File: config.mk
export PLATFORM = sky130hd
export DESIGN_NAME = recorder_sequencer
export DESIGN_NICKNAME = d
export VERILOG_FILES = /design/src/rtl/RecorderPkg.sv /design/src/rtl/recorder_addr_step.sv /design/src/rtl/recorder_sequencer.sv
export SDC_FILE = /design/constraint.sdc
export NUM_CORES = 1
export LEC_CHECK = 0
export ABC_AREA = 0
export ABC_CLOCK_PERIOD_IN_PS = 13700
export BUFFER_PORTS_ARGS = -buffer_cell sky130_fd_sc_hd__buf_2
export CAP_MARGIN = 0
export CORE_AREA = 2 2 75 113
export DETAILED_ROUTE_END_ITERATION = 6
export DIE_AREA = 0 0 77 115
export PLACE_DENSITY = 0.85
export SLEW_MARGIN = 5
export SYNTH_ARGS = -nofsm -noshare
export SYNTH_HDL_FRONTEND = slang
export SYNTH_SLANG_ARGS = --single-unit
File: constraint.sdc
create_clock -name i_clk -period 13.7 [get_ports i_clk]
set_input_delay 1.37 -clock i_clk [delete_from_list [all_inputs] [get_ports i_clk]]
set_output_delay 1.37 -clock i_clk [all_outputs]
set_load 0.02 [all_outputs]
File: src/rtl/RecorderPkg.sv
`default_nettype none
// =============================================================================
// Package : RecorderPkg
// Shared state, event-code and speed definitions for the recorder sequencer
// and the event producer that drives it.
// Rev     : 1.0
// =============================================================================
package RecorderPkg;

   localparam int ADDR_W = 20;

   typedef enum logic [1:0] {
      ST_IDLE   = 2'd0,
      ST_PLAY   = 2'd1,
      ST_PAUSE  = 2'd2,
      ST_RECORD = 2'd3
   } state_e;

   typedef enum logic [1:0] {
      SPD_NORMAL = 2'd0,
      SPD_FAST   = 2'd1,
      SPD_SLOW   = 2'd2
   } speed_e;

   typedef enum logic [3:0] {
      CODE_NONE   = 4'd0,
      CODE_PLAY   = 4'd1,
      CODE_PAUSE  = 4'd2,
      CODE_STOP   = 4'd3,
      CODE_RECORD = 4'd4
   } code_e;

   localparam int c_ev_code_msb  = 15;
   localparam int c_ev_code_lsb  = 12;
   localparam int c_ev_speed_msb = 11;
   localparam int c_ev_speed_lsb = 10;
   localparam int c_ev_param_msb = 9;
   localparam int c_ev_param_lsb = 6;
   localparam int c_ev_interpol  = 5;

   function automatic speed_e decode_speed(input logic [1:0] raw);
      case (raw)
         2'd1:    decode_speed = SPD_FAST;
         2'd2:    decode_speed = SPD_SLOW;
         default: decode_speed = SPD_NORMAL;
      endcase
   endfunction

   function automatic logic [3:0] decode_factor(input logic [2:0] raw);
      decode_factor = {1'b0, raw} + 4'd1;
   endfunction

endpackage
`default_nettype wire

File: src/rtl/recorder_addr_step.sv
`default_nettype none
// =============================================================================
// Module : recorder_addr_step
// Next sample address and slow-repeat phase after a completed SRAM access.
// Rev    : 1.0
// =============================================================================
module recorder_addr_step
   import RecorderPkg::*;
(
   input  logic              i_play,
   input  logic [ADDR_W-1:0] i_addr,
   input  speed_e            i_speed,
   input  logic [3:0]        i_factor,
   input  logic [2:0]        i_phase,
   output logic [ADDR_W:0]   o_next_addr,
   output logic [2:0]        o_next_phase
);

   always_comb begin
      o_next_addr  = {1'b0, i_addr} + {{ADDR_W{1'b0}}, 1'b1};
      o_next_phase = 3'd0;
      if (i_play) begin
         if (i_speed == SPD_FAST) begin
            o_next_addr = {1'b0, i_addr} + {{(ADDR_W-3){1'b0}}, i_factor};
         end else if (i_speed == SPD_SLOW && ({1'b0, i_phase} != (i_factor - 4'd1))) begin
            // Repeat the same sample until the phase reaches factor-1.
            o_next_addr  = {1'b0, i_addr};
            o_next_phase = i_phase + 3'd1;
         end
      end
   end

endmodule
`default_nettype wire

File: src/rtl/recorder_sequencer.sv
`default_nettype none
// =============================================================================
// Module : recorder_sequencer
// Record/play/pause transport FSM driving a single-outstanding SRAM handshake.
// Rev    : 1.0
// =============================================================================
module recorder_sequencer
   import RecorderPkg::*;
(
   input  logic              i_clk,
   input  logic              i_rst,
   input  logic [15:0]       i_event,
   input  logic              i_event_valid,
   input  logic              i_sample_tick,
   output logic              o_sram_req,
   output logic              o_sram_we,
   output logic [ADDR_W-1:0] o_addr,
   input  logic              i_sram_ack,
   output logic [1:0]        o_state,
   output logic [1:0]        o_speed,
   output logic [3:0]        o_factor,
   output logic [2:0]        o_slow_phase,
   output logic              o_interpol,
   output logic              o_done,
   output logic              o_overrun
);

   state_e            r_state, w_state, r_resume, w_resume;
   speed_e            r_speed, w_speed, w_ev_speed;
   logic [ADDR_W-1:0] r_addr, w_addr;
   logic [ADDR_W:0]   r_end, w_end, w_step_addr;
   logic [3:0]        r_factor, w_factor, w_ev_factor, w_code;
   logic [2:0]        r_phase, w_phase, w_step_phase;
   logic              r_req, w_req, r_we, w_we, r_interpol, w_interpol;
   logic              r_done, w_done, r_overrun, w_overrun;
   logic              r_pend_stop, w_pend_stop, r_pend_pause, w_pend_pause;
   logic              w_ev_interpol, w_unused;

   assign w_code        = i_event[c_ev_code_msb:c_ev_code_lsb];
   assign w_ev_speed    = decode_speed(i_event[c_ev_speed_msb:c_ev_speed_lsb]);
   assign w_ev_factor   = decode_factor(i_event[c_ev_param_lsb+2:c_ev_param_lsb]);
   assign w_ev_interpol = i_event[c_ev_interpol];
   assign w_unused      = ^{i_event[c_ev_param_msb], i_event[4:0]};

   recorder_addr_step u_addr_step (
      .i_play       (r_state == ST_PLAY),
      .i_addr       (r_addr),
      .i_speed      (r_speed),
      .i_factor     (r_factor),
      .i_phase      (r_phase),
      .o_next_addr  (w_step_addr),
      .o_next_phase (w_step_phase)
   );

   // Evaluation order within a cycle: ack completion, then event, then tick.
   always_comb begin
      w_state      = r_state;
      w_resume     = r_resume;
      w_speed      = r_speed;
      w_addr       = r_addr;
      w_end        = r_end;
      w_factor     = r_factor;
      w_phase      = r_phase;
      w_req        = r_req;
      w_we         = r_we;
      w_interpol   = r_interpol;
      w_pend_stop  = r_pend_stop;
      w_pend_pause = r_pend_pause;
      w_done       = 1'b0;
      w_overrun    = 1'b0;

      if (r_req && i_sram_ack) begin
         w_req        = 1'b0;
         w_we         = 1'b0;
         w_pend_stop  = 1'b0;
         w_pend_pause = 1'b0;
         w_phase      = w_step_phase;
         if (r_state == ST_RECORD) begin
            w_addr = w_step_addr[ADDR_W-1:0];
            w_end  = w_step_addr;
            if (w_step_addr[ADDR_W]) begin
               w_done  = 1'b1;
               w_state = ST_IDLE;
            end
         end else if (w_step_addr >= r_end) begin
            w_addr  = '0;
            w_done  = 1'b1;
            w_state = ST_IDLE;
         end else begin
            w_addr = w_step_addr[ADDR_W-1:0];
         end
         // A STOP/PAUSE that arrived mid-handshake takes effect now.
         if (w_state != ST_IDLE) begin
            if (r_pend_stop) begin
               w_state = ST_IDLE;
            end else if (r_pend_pause) begin
               w_resume = r_state;
               w_state  = ST_PAUSE;
            end
         end
      end

      if (i_event_valid) begin
         if (w_state != ST_RECORD) begin
            w_speed    = w_ev_speed;
            w_factor   = w_ev_factor;
            w_interpol = w_ev_interpol;
            if (w_ev_speed != r_speed || w_ev_factor != r_factor) w_phase = 3'd0;
         end
         case (w_state)
            ST_IDLE: begin
               if (w_code == CODE_RECORD) begin
                  w_state = ST_RECORD;
                  w_addr  = '0;
                  w_end   = '0;
                  w_phase = 3'd0;
               end else if (w_code == CODE_PLAY && w_end != '0) begin
                  w_state = ST_PLAY;
                  w_addr  = '0;
                  w_phase = 3'd0;
               end
            end
            ST_PLAY, ST_RECORD: begin
               if (w_code == CODE_STOP) begin
                  if (w_req) w_pend_stop = 1'b1;
                  else       w_state     = ST_IDLE;
               end else if (w_code == CODE_PAUSE) begin
                  if (w_req) begin
                     w_pend_pause = 1'b1;
                  end else begin
                     w_resume = w_state;
                     w_state  = ST_PAUSE;
                  end
               end
            end
            default: begin
               if (w_code == CODE_STOP) begin
                  w_state = ST_IDLE;
               end else if ((w_code == CODE_PLAY && w_resume == ST_PLAY) ||
                            (w_code == CODE_RECORD && w_resume == ST_RECORD)) begin
                  w_state = w_resume;
               end
            end
         endcase
      end

      if (i_sample_tick) begin
         if (r_req) begin
            w_overrun = 1'b1;
         end else if (w_state == ST_PLAY || w_state == ST_RECORD) begin
            w_req = 1'b1;
            w_we  = (w_state == ST_RECORD);
         end
      end
   end

   always_ff @(posedge i_clk or negedge i_rst) begin
      if (!i_rst) begin
         r_state      <= ST_IDLE;
         r_resume     <= ST_PLAY;
         r_speed      <= SPD_NORMAL;
         r_addr       <= '0;
         r_end        <= '0;
         r_factor     <= 4'd1;
         r_phase      <= 3'd0;
         r_req        <= 1'b0;
         r_we         <= 1'b0;
         r_interpol   <= 1'b0;
         r_done       <= 1'b0;
         r_overrun    <= 1'b0;
         r_pend_stop  <= 1'b0;
         r_pend_pause <= 1'b0;
      end else begin
         r_state      <= w_state;
         r_resume     <= w_resume;
         r_speed      <= w_speed;
         r_addr       <= w_addr;
         r_end        <= w_end;
         r_factor     <= w_factor;
         r_phase      <= w_phase;
         r_req        <= w_req;
         r_we         <= w_we;
         r_interpol   <= w_interpol;
         r_done       <= w_done;
         r_overrun    <= w_overrun;
         r_pend_stop  <= w_pend_stop;
         r_pend_pause <= w_pend_pause;
      end
   end

   assign o_sram_req   = r_req;
   assign o_sram_we    = r_we;
   assign o_addr       = r_addr;
   assign o_state      = r_state;
   assign o_speed      = r_speed;
   assign o_factor     = r_factor;
   assign o_slow_phase = r_phase;
   assign o_interpol   = r_interpol;
   assign o_done       = r_done;
   assign o_overrun    = r_overrun;

endmodule
`default_nettype wire

======== After elaboration in Yosys (flattened, before gate mapping) ========
Cells that the tools add are included.
storage, ports and cells
  register bits ........................... 61
  bits of input ports ..................... 21
  output and inout bits ................... 36
  word-level logic and storage cells ...... 131
operators by class
  add/subtract/negate cells ............... 5
  magnitude comparators ................... 1
  eq/ne operators ......................... 20
  mux-type cells .......................... 78
  reduce and logical (&&, ||, !) cells .... 13
operator list
  operator                                                                number
  21-bit two-way mux                                                      8
  20-bit two-way mux                                                      7
  2-bit two-way mux                                                       26
  3-bit two-way mux                                                       10
  1-bit two-way mux                                                       25
  20-bit by 1-bit adder with 21-bit output (second input constant)        1
  20-bit by 4-bit adder with 21-bit output                                1
  21-bit greater-or-equal comparator                                      1
  21-bit nonzero test                                                     1
  2-bit by 1-bit equality test with 1-bit output (second input constant)  6
  2-bit equality test (second input constant)                             6
  4-bit by 2-bit equality test with 1-bit output (second input constant)  2
  2-bit case mux with 2 select lines                                      2
  1-bit logical AND                                                       5
  3-bit by 1-bit adder with 4-bit output (second input constant)          1
  4-bit by 1-bit equality test with 1-bit output (second input constant)  1
  4-bit by 3-bit equality test with 1-bit output (second input constant)  1
  3-bit by 4-bit inequality test with 1-bit output                        1
  4-bit inequality test                                                   1
  4-bit by 1-bit subtractor with 4-bit output (second input constant)     1
  3-bit by 1-bit adder with 3-bit output (second input constant)          1
  1-bit logical OR                                                        3
  2-bit zero test                                                         1
  2-bit inequality test                                                   1
  4 further kinds                                                         4

======== Depth between registers and ports, before layout ========
  depth after elaboration ................. 25
  depth in mapped cells ................... 21
  mapped depth without buffers ............ 20

======== By module ========
A second synthesis with hierarchy kept.
unflattened totals
  cells, all modules ...................... 546
  area total of the unflattened synthesis .. 4,560.6 um^2
modules (own cells, without submodules)
  module              instances  cells each  area an instance (um^2)  sequential area each (um^2)
  recorder_sequencer  1          408         3,599.7                  1,529.0
  recorder_addr_step  1          138         960.9                    0.0

======== Worst setup path before layout ========
Ideal clock, no wire load.
  kind .................................... register to register
  from .................................... register r_factor[0], in the netlist o_factor[0]
  to ...................................... register r_we, in the netlist o_sram_we
  library setup time ...................... 139 ps
  data arrival time ....................... 4,702 ps
  data required time ...................... 13,561 ps
  slack ................................... 8,859 ps
  cell stages (with the launch flop) ...... 21
  path buffers ............................ 2
  period minus slack after synthesis ...... 4,841 ps
  path through ............................ dfstp_2 > buf_2 > inv_1 > ha_1 > xnor2_1 > o211a_1 > a21boi_2 > or2_2 > clkbuf_1 > nor3_1 > xor2_1 > ha_1 > nand4_1 > or4_4 > o211ai_4 > o2111ai_2 > a211o_1 > or4_1 > a31oi_4 > o21a_1 > o311ai_1
on the way
  word-level cells in the longest chain between the ends .. 25
  elaborated cells on any way between the ends .. 48
  classes of those cells .................. add/sub (2); order compare (1); eq/ne (7); mux (28); reduce/logical (10)
ends and longest elaborated chain
  element                                                                                RTL line                                              source
  start, declared                                                                        recorder_sequencer.sv:32                              logic [3:0] r_factor, w_factor, w_ev_factor, w_code;
  start signal, assigned                                                                 recorder_sequencer.sv:179                             r_factor <= w_factor;
  4-bit by 1-bit subtractor with 4-bit output                                            recorder_addr_step.sv:25                              end else if (i_speed == SPD_SLOW && ({1'b0, i_phase} != (i_factor - 4'd1))) begin
  3-bit by 4-bit inequality test with 1-bit output                                       recorder_addr_step.sv:25
  1-bit logical AND                                                                      recorder_addr_step.sv:25
  21-bit two-way mux                                                                     recorder_addr_step.sv:25
  21-bit two-way mux (*)                                                                 recorder_addr_step.sv:23                              if (i_speed == SPD_FAST) begin
  21-bit two-way mux (*)                                                                 recorder_addr_step.sv:22                              if (i_play) begin
  21-bit greater-or-equal comparator                                                     recorder_sequencer.sv:85                              end else if (w_step_addr >= r_end) begin
  2-bit two-way mux                                                                      recorder_sequencer.sv:85
  [10 not listed]                                                                        --
  2-bit case mux with 2 select lines                                                     recorder_sequencer.sv:110                             case (w_state)
  2-bit two-way mux (*)                                                                  recorder_sequencer.sv:103                             if (i_event_valid) begin
  2-bit by 1-bit equality test with 1-bit output or 2-bit equality test (tied branches)  recorder_sequencer.sv:150, recorder_sequencer.sv:152
  1-bit logical OR                                                                       recorder_sequencer.sv:150                             end else if (w_state == ST_PLAY || w_state == ST_RECORD) begin
  1-bit two-way mux (*)                                                                  recorder_sequencer.sv:150
  1-bit two-way mux (*)                                                                  recorder_sequencer.sv:148                             if (r_req) begin
  1-bit two-way mux (*)                                                                  recorder_sequencer.sv:147                             if (i_sample_tick) begin
  named net w_we                                                                         recorder_sequencer.sv:34                              logic r_req, w_req, r_we, w_we, r_interpol, w_interpol;
  end signal, assigned                                                                   recorder_sequencer.sv:182                             r_we <= w_we;
  end, declared                                                                          recorder_sequencer.sv:34
Mark *: on every way through the listed nets, which the timed path passes. The rest lies on a longest branch. The select of a mux whose other input is x is not followed.
A chain may end at the register's enable or synchronous reset.

======== Worst setup path after layout ========
Same ends and word-level chain as after synthesis.

==> impl_metrics.ini <==
[clocking]
root_buffer = clkbuf_16
cts_resized = 0
clkSinkCount = 61
clock_latency_ns = 0.34
post_cts_buffers = 0
htree_levels = 3
clk_pin_slew_ns = 0.05
cts_tree = yes
cts_made_buffers = 9
clock_path_buffers = 2
hold_buffers = 0

[sta]
period_needed_ns = 5.901
fmax_mhz = 169.5
slew_violations = 0
finClkSkew_ns = 0.005525
hold_viol = 0
timing.final.crit_share_pct = 43.07
slew_headroom_pct = 42.73
finalSetupTns_ns = 0
worst_slew_pin_slew_ns = 0.8570
holdWs_ns = 0.5119
rsz0062_at_grt = no
finalSetupViolations = 0
finalWorstSetupSlack_ns = 7.799

[floorplanning]
die_area_um2 = 8855
fp.dieW_um = 77
start_util_pct = 58.61
core_um2 = 7908
rows = 40
ios = 57
fp.dieH_um = 115

[critical_path]
crit_family = compound AO/OA/AOI/OAI gates
crit_type = register to register
cp_max_fo = 24
critPathArrivalTime_ns = 6.10
worstSetupStartpointType = register
worstPathCellList = inv_1 > ha_1 > xnor2_1 > o211a_1 > a21boi_2 > nor2_1 > nand3_1 > xnor2_1 > ha_1 > nand4_1 > or4_4 > o211ai_4 > o2111ai_2 > a211o_1 > or4_1 > a31oi_4 > o21a_1 > o311ai_1
r2r-end = o_sram_we$_DFF_PN0_
slowest_stage = a31oi_4
cpPeakStageDelay_ns = 0.67
cp-end-kind = register
reg2reg_depth = 18
critical_path_required_ns = 13.90
path_buf_inv = 1
r2r-start = o_factor[0]$_DFFE_PN1P_
r2r_slack_ns = 7.80

[power]
switching_share_pct = 39.14
power_frac_seq_pct = 32.9
p_per_area_nw_per_um2 = 156.1
p_total_mw = 0.8180
p_leak_nw = 2.451
p_int_mw = 0.4978
power_switching_mw = 0.3201
peakVddDrop_mv = 0.08613
clock_power_share_pct = 29.2
comb_power_share_pct = 37.9

[placed_design]
hpwl_um = 9505
dp.cells = 698
globalplace.congestion = 0.9663
dpl_cell_area_um2 = 4926
portBuffers = 50
post-place-ws_ns = 7.844

[logic_synthesis]
synth.avg_cell_area_um2 = 8.203
syn_area_um2 = 4634
synth-async-reset-ratio_pct = 100.0
ys_seq_area_share_pct = 32.99
yosys_warnings = 0
synth-edff-count = 0
syn_nets = 616
synth_top_flop_cell = dfrtp_1
syn_inst = 565
synth.distinct_cells = 68
synth.ff_latch_count = 61

[cells_and_area]
drive_gt1_share_pct = 15.27
finalInstanceArea_um2 = 5239
fin_cells = 714
areaGrowthSynthToFinish_pct = 13.04
diodes = 0
final_util_pct = 66.25
fin_nets = 655

[worst_hold_path]
hold_path_class = register to register
min-delay-start = o_interpol$_DFFE_PN0P_
hold_end = o_interpol$_DFFE_PN0P_
hold_depth = 1

[routing]
first_iter_violations = 382
wl_per_cell_um = 18.43
vias_per_cell = 6.387
totalWireLength_um = 13160
num_vias = 4560
drc = 0
antenna_left = 0
drtPass1Iterations = 5

[global_routing]
grt.overflow.total = 0
grtUsageTotal_pct = 30.88
grt_pass1_vias = 4459
grt_start_max_net_pins = 62
grt_pass1_wl_um = 21420
antenna_found_initial = 0

[status]
outcome = complete, no violations

[flow_run]
drv_cap = 0
-- sequential cells by signal, indices dropped and copies added (netlist names), named ones only --
| register | count |
|---|---|
| o_speed | 2 |
| o_factor | 4 |
| o_slow_phase | 3 |
| r_end | 21 |
| o_sram_req | 1 |
| o_state | 2 |
| o_sram_we | 1 |
| o_done | 1 |
| r_resume | 2 |
| o_interpol | 1 |
| o_overrun | 1 |
| o_addr | 20 |
-- power groups by stage --
stage	clock, mW	sequential, mW	combinational, mW
CTS	0.240	0.268	0.308
finish	0.239	0.269	0.310
global placement	0	0.269	0.293
detailed placement	0	0.271	0.304
global route	0.248	0.276	0.345
floorplan	0	0.270	0.217
-- synthesized netlist by cell type (2+ instances only) --
library cell,instances,share of area [%]
o22ai_1,3,0.41
o221a_2,2,0.49
nor4bb_1,2,0.43
xnor2_1,10,1.9
o21ai_1,2,0.22
a211oi_1,16,2.6
nand3_1,20,2.2
mux2_2,4,0.97
o211a_1,4,0.86
o21bai_1,2,0.32
or2_2,6,0.81
nand2_1,50,4.0
a21oi_1,43,4.6
a21o_1,2,0.32
o21a_1,5,0.81
buf_2,6,0.65
o31ai_1,2,0.32
and3_1,5,0.67
dfrtp_1,59,32
buf_4,4,0.65
ha_1,29,7.8
and2_1,8,1.1
a31oi_1,8,1.1
nor4_1,7,0.94
a21boi_0,2,0.32
dfstp_2,2,1.1
o31a_1,2,0.38
o221ai_1,2,0.38
and2b_1,2,0.32
nor2_1,78,6.3
nor3b_1,3,0.49
nor2b_1,5,0.67
or4_1,2,0.32
nand2b_1,8,1.1
xor2_1,17,3.2
nor3_1,17,1.8
inv_1,31,2.5
nand4_1,7,0.94
clkbuf_1,17,1.4
a22oi_1,19,3.1
or3_1,4,0.54
mux2i_1,4,0.86
o21ai_0,19,2.1
-- worst max-delay path by stage --
stage | to | cells after the start | start
floorplan | o_sram_we$_DFF_PN0_ | 20 | o_factor[0]$_DFFE_PN1P_
global placement | o_sram_we$_DFF_PN0_ | 18 | o_factor[0]$_DFFE_PN1P_
detailed placement | o_sram_we$_DFF_PN0_ | 18 | o_factor[0]$_DFFE_PN1P_
CTS | o_sram_we$_DFF_PN0_ | 18 | o_factor[0]$_DFFE_PN1P_
global route | o_sram_we$_DFF_PN0_ | 18 | o_factor[0]$_DFFE_PN1P_
finish | o_sram_we$_DFF_PN0_ | 18 | o_factor[0]$_DFFE_PN1P_
-- layout make-up --
| type | instances | area (µm²) |
|---|---|---|
| repair buffers | 56 | 295.3 |
| fillers | 695 | 2669 |
| multi-input cells | 445 | 2854 |
| well taps | 105 | 131.4 |
| inverters | 31 | 116.4 |
| clock buffers | 13 | 270.3 |
| flip-flops and latches | 61 | 1529 |
| clock inverters | 3 | 42.54 |
-- worst register-to-register path: stages (launching register included) --
cell	delay, ns
dfstp_2	0.61
inv_1	0.06
ha_1	0.21
xnor2_1	0.15
o211a_1	0.26
a21boi_2	0.48
nor2_1	0.20
nand3_1	0.14
xnor2_1	0.19
ha_1	0.37
nand4_1	0.16
or4_4	0.58
o211ai_4	0.31
o2111ai_2	0.16
a211o_1	0.37
or4_1	0.49
a31oi_4	0.67
o21a_1	0.26
o311ai_1	0.10
-- layer usage --
metal	global-route usage [%]	routed length, µm
met4	22.38	637
met5	0	0
met3	3.532	743
met1	34.75	5004
met2	54.21	6774
-- cells by family (layout without fill, tap and decap cells) --
family	count (synthesis)	after routing	synth area share, %
AND/OR/NAND/NOR	231	231	24.24
AO/OA/AOI/OAI	149	149	22.14
flip-flops	61	61	32.99
buffers and inverters	59	103	5.427
adder cells (fa/ha/maj)	30	30	8.261
XOR/XNOR	27	27	5.102
multiplexers	8	8	1.836
-- cell usage in the layout (no fill, tap or decap), drive strengths merged, types with 3 or more instances in the layout --
cell / netlist / final
nor4: 7 / 7
nand3: 20 / 20
dfrtp: 59 / 59
nor2: 78 / 78
or2: 6 / 6
nand4: 8 / 8
mux2i: 4 / 4
o211a: 4 / 4
a22oi: 19 / 19
a21oi: 43 / 43
ha: 29 / 29
a211oi: 16 / 16
nand2: 50 / 50
o22ai: 3 / 3
or4: 3 / 3
mux2: 4 / 4
nand2b: 8 / 8
or3: 4 / 4
and3: 5 / 5
o31ai: 3 / 3
and2: 8 / 8
xor2: 17 / 17
clkbuf: 17 / 13
a31oi: 9 / 9
buf: 11 / 56
nor2b: 5 / 5
a21boi: 4 / 4
nor3b: 3 / 3
nor3: 17 / 17
o21a: 5 / 5
o21ai: 21 / 21
inv: 31 / 31
xnor2: 10 / 10
Note: power is estimated with default switching activity, not from simulation.
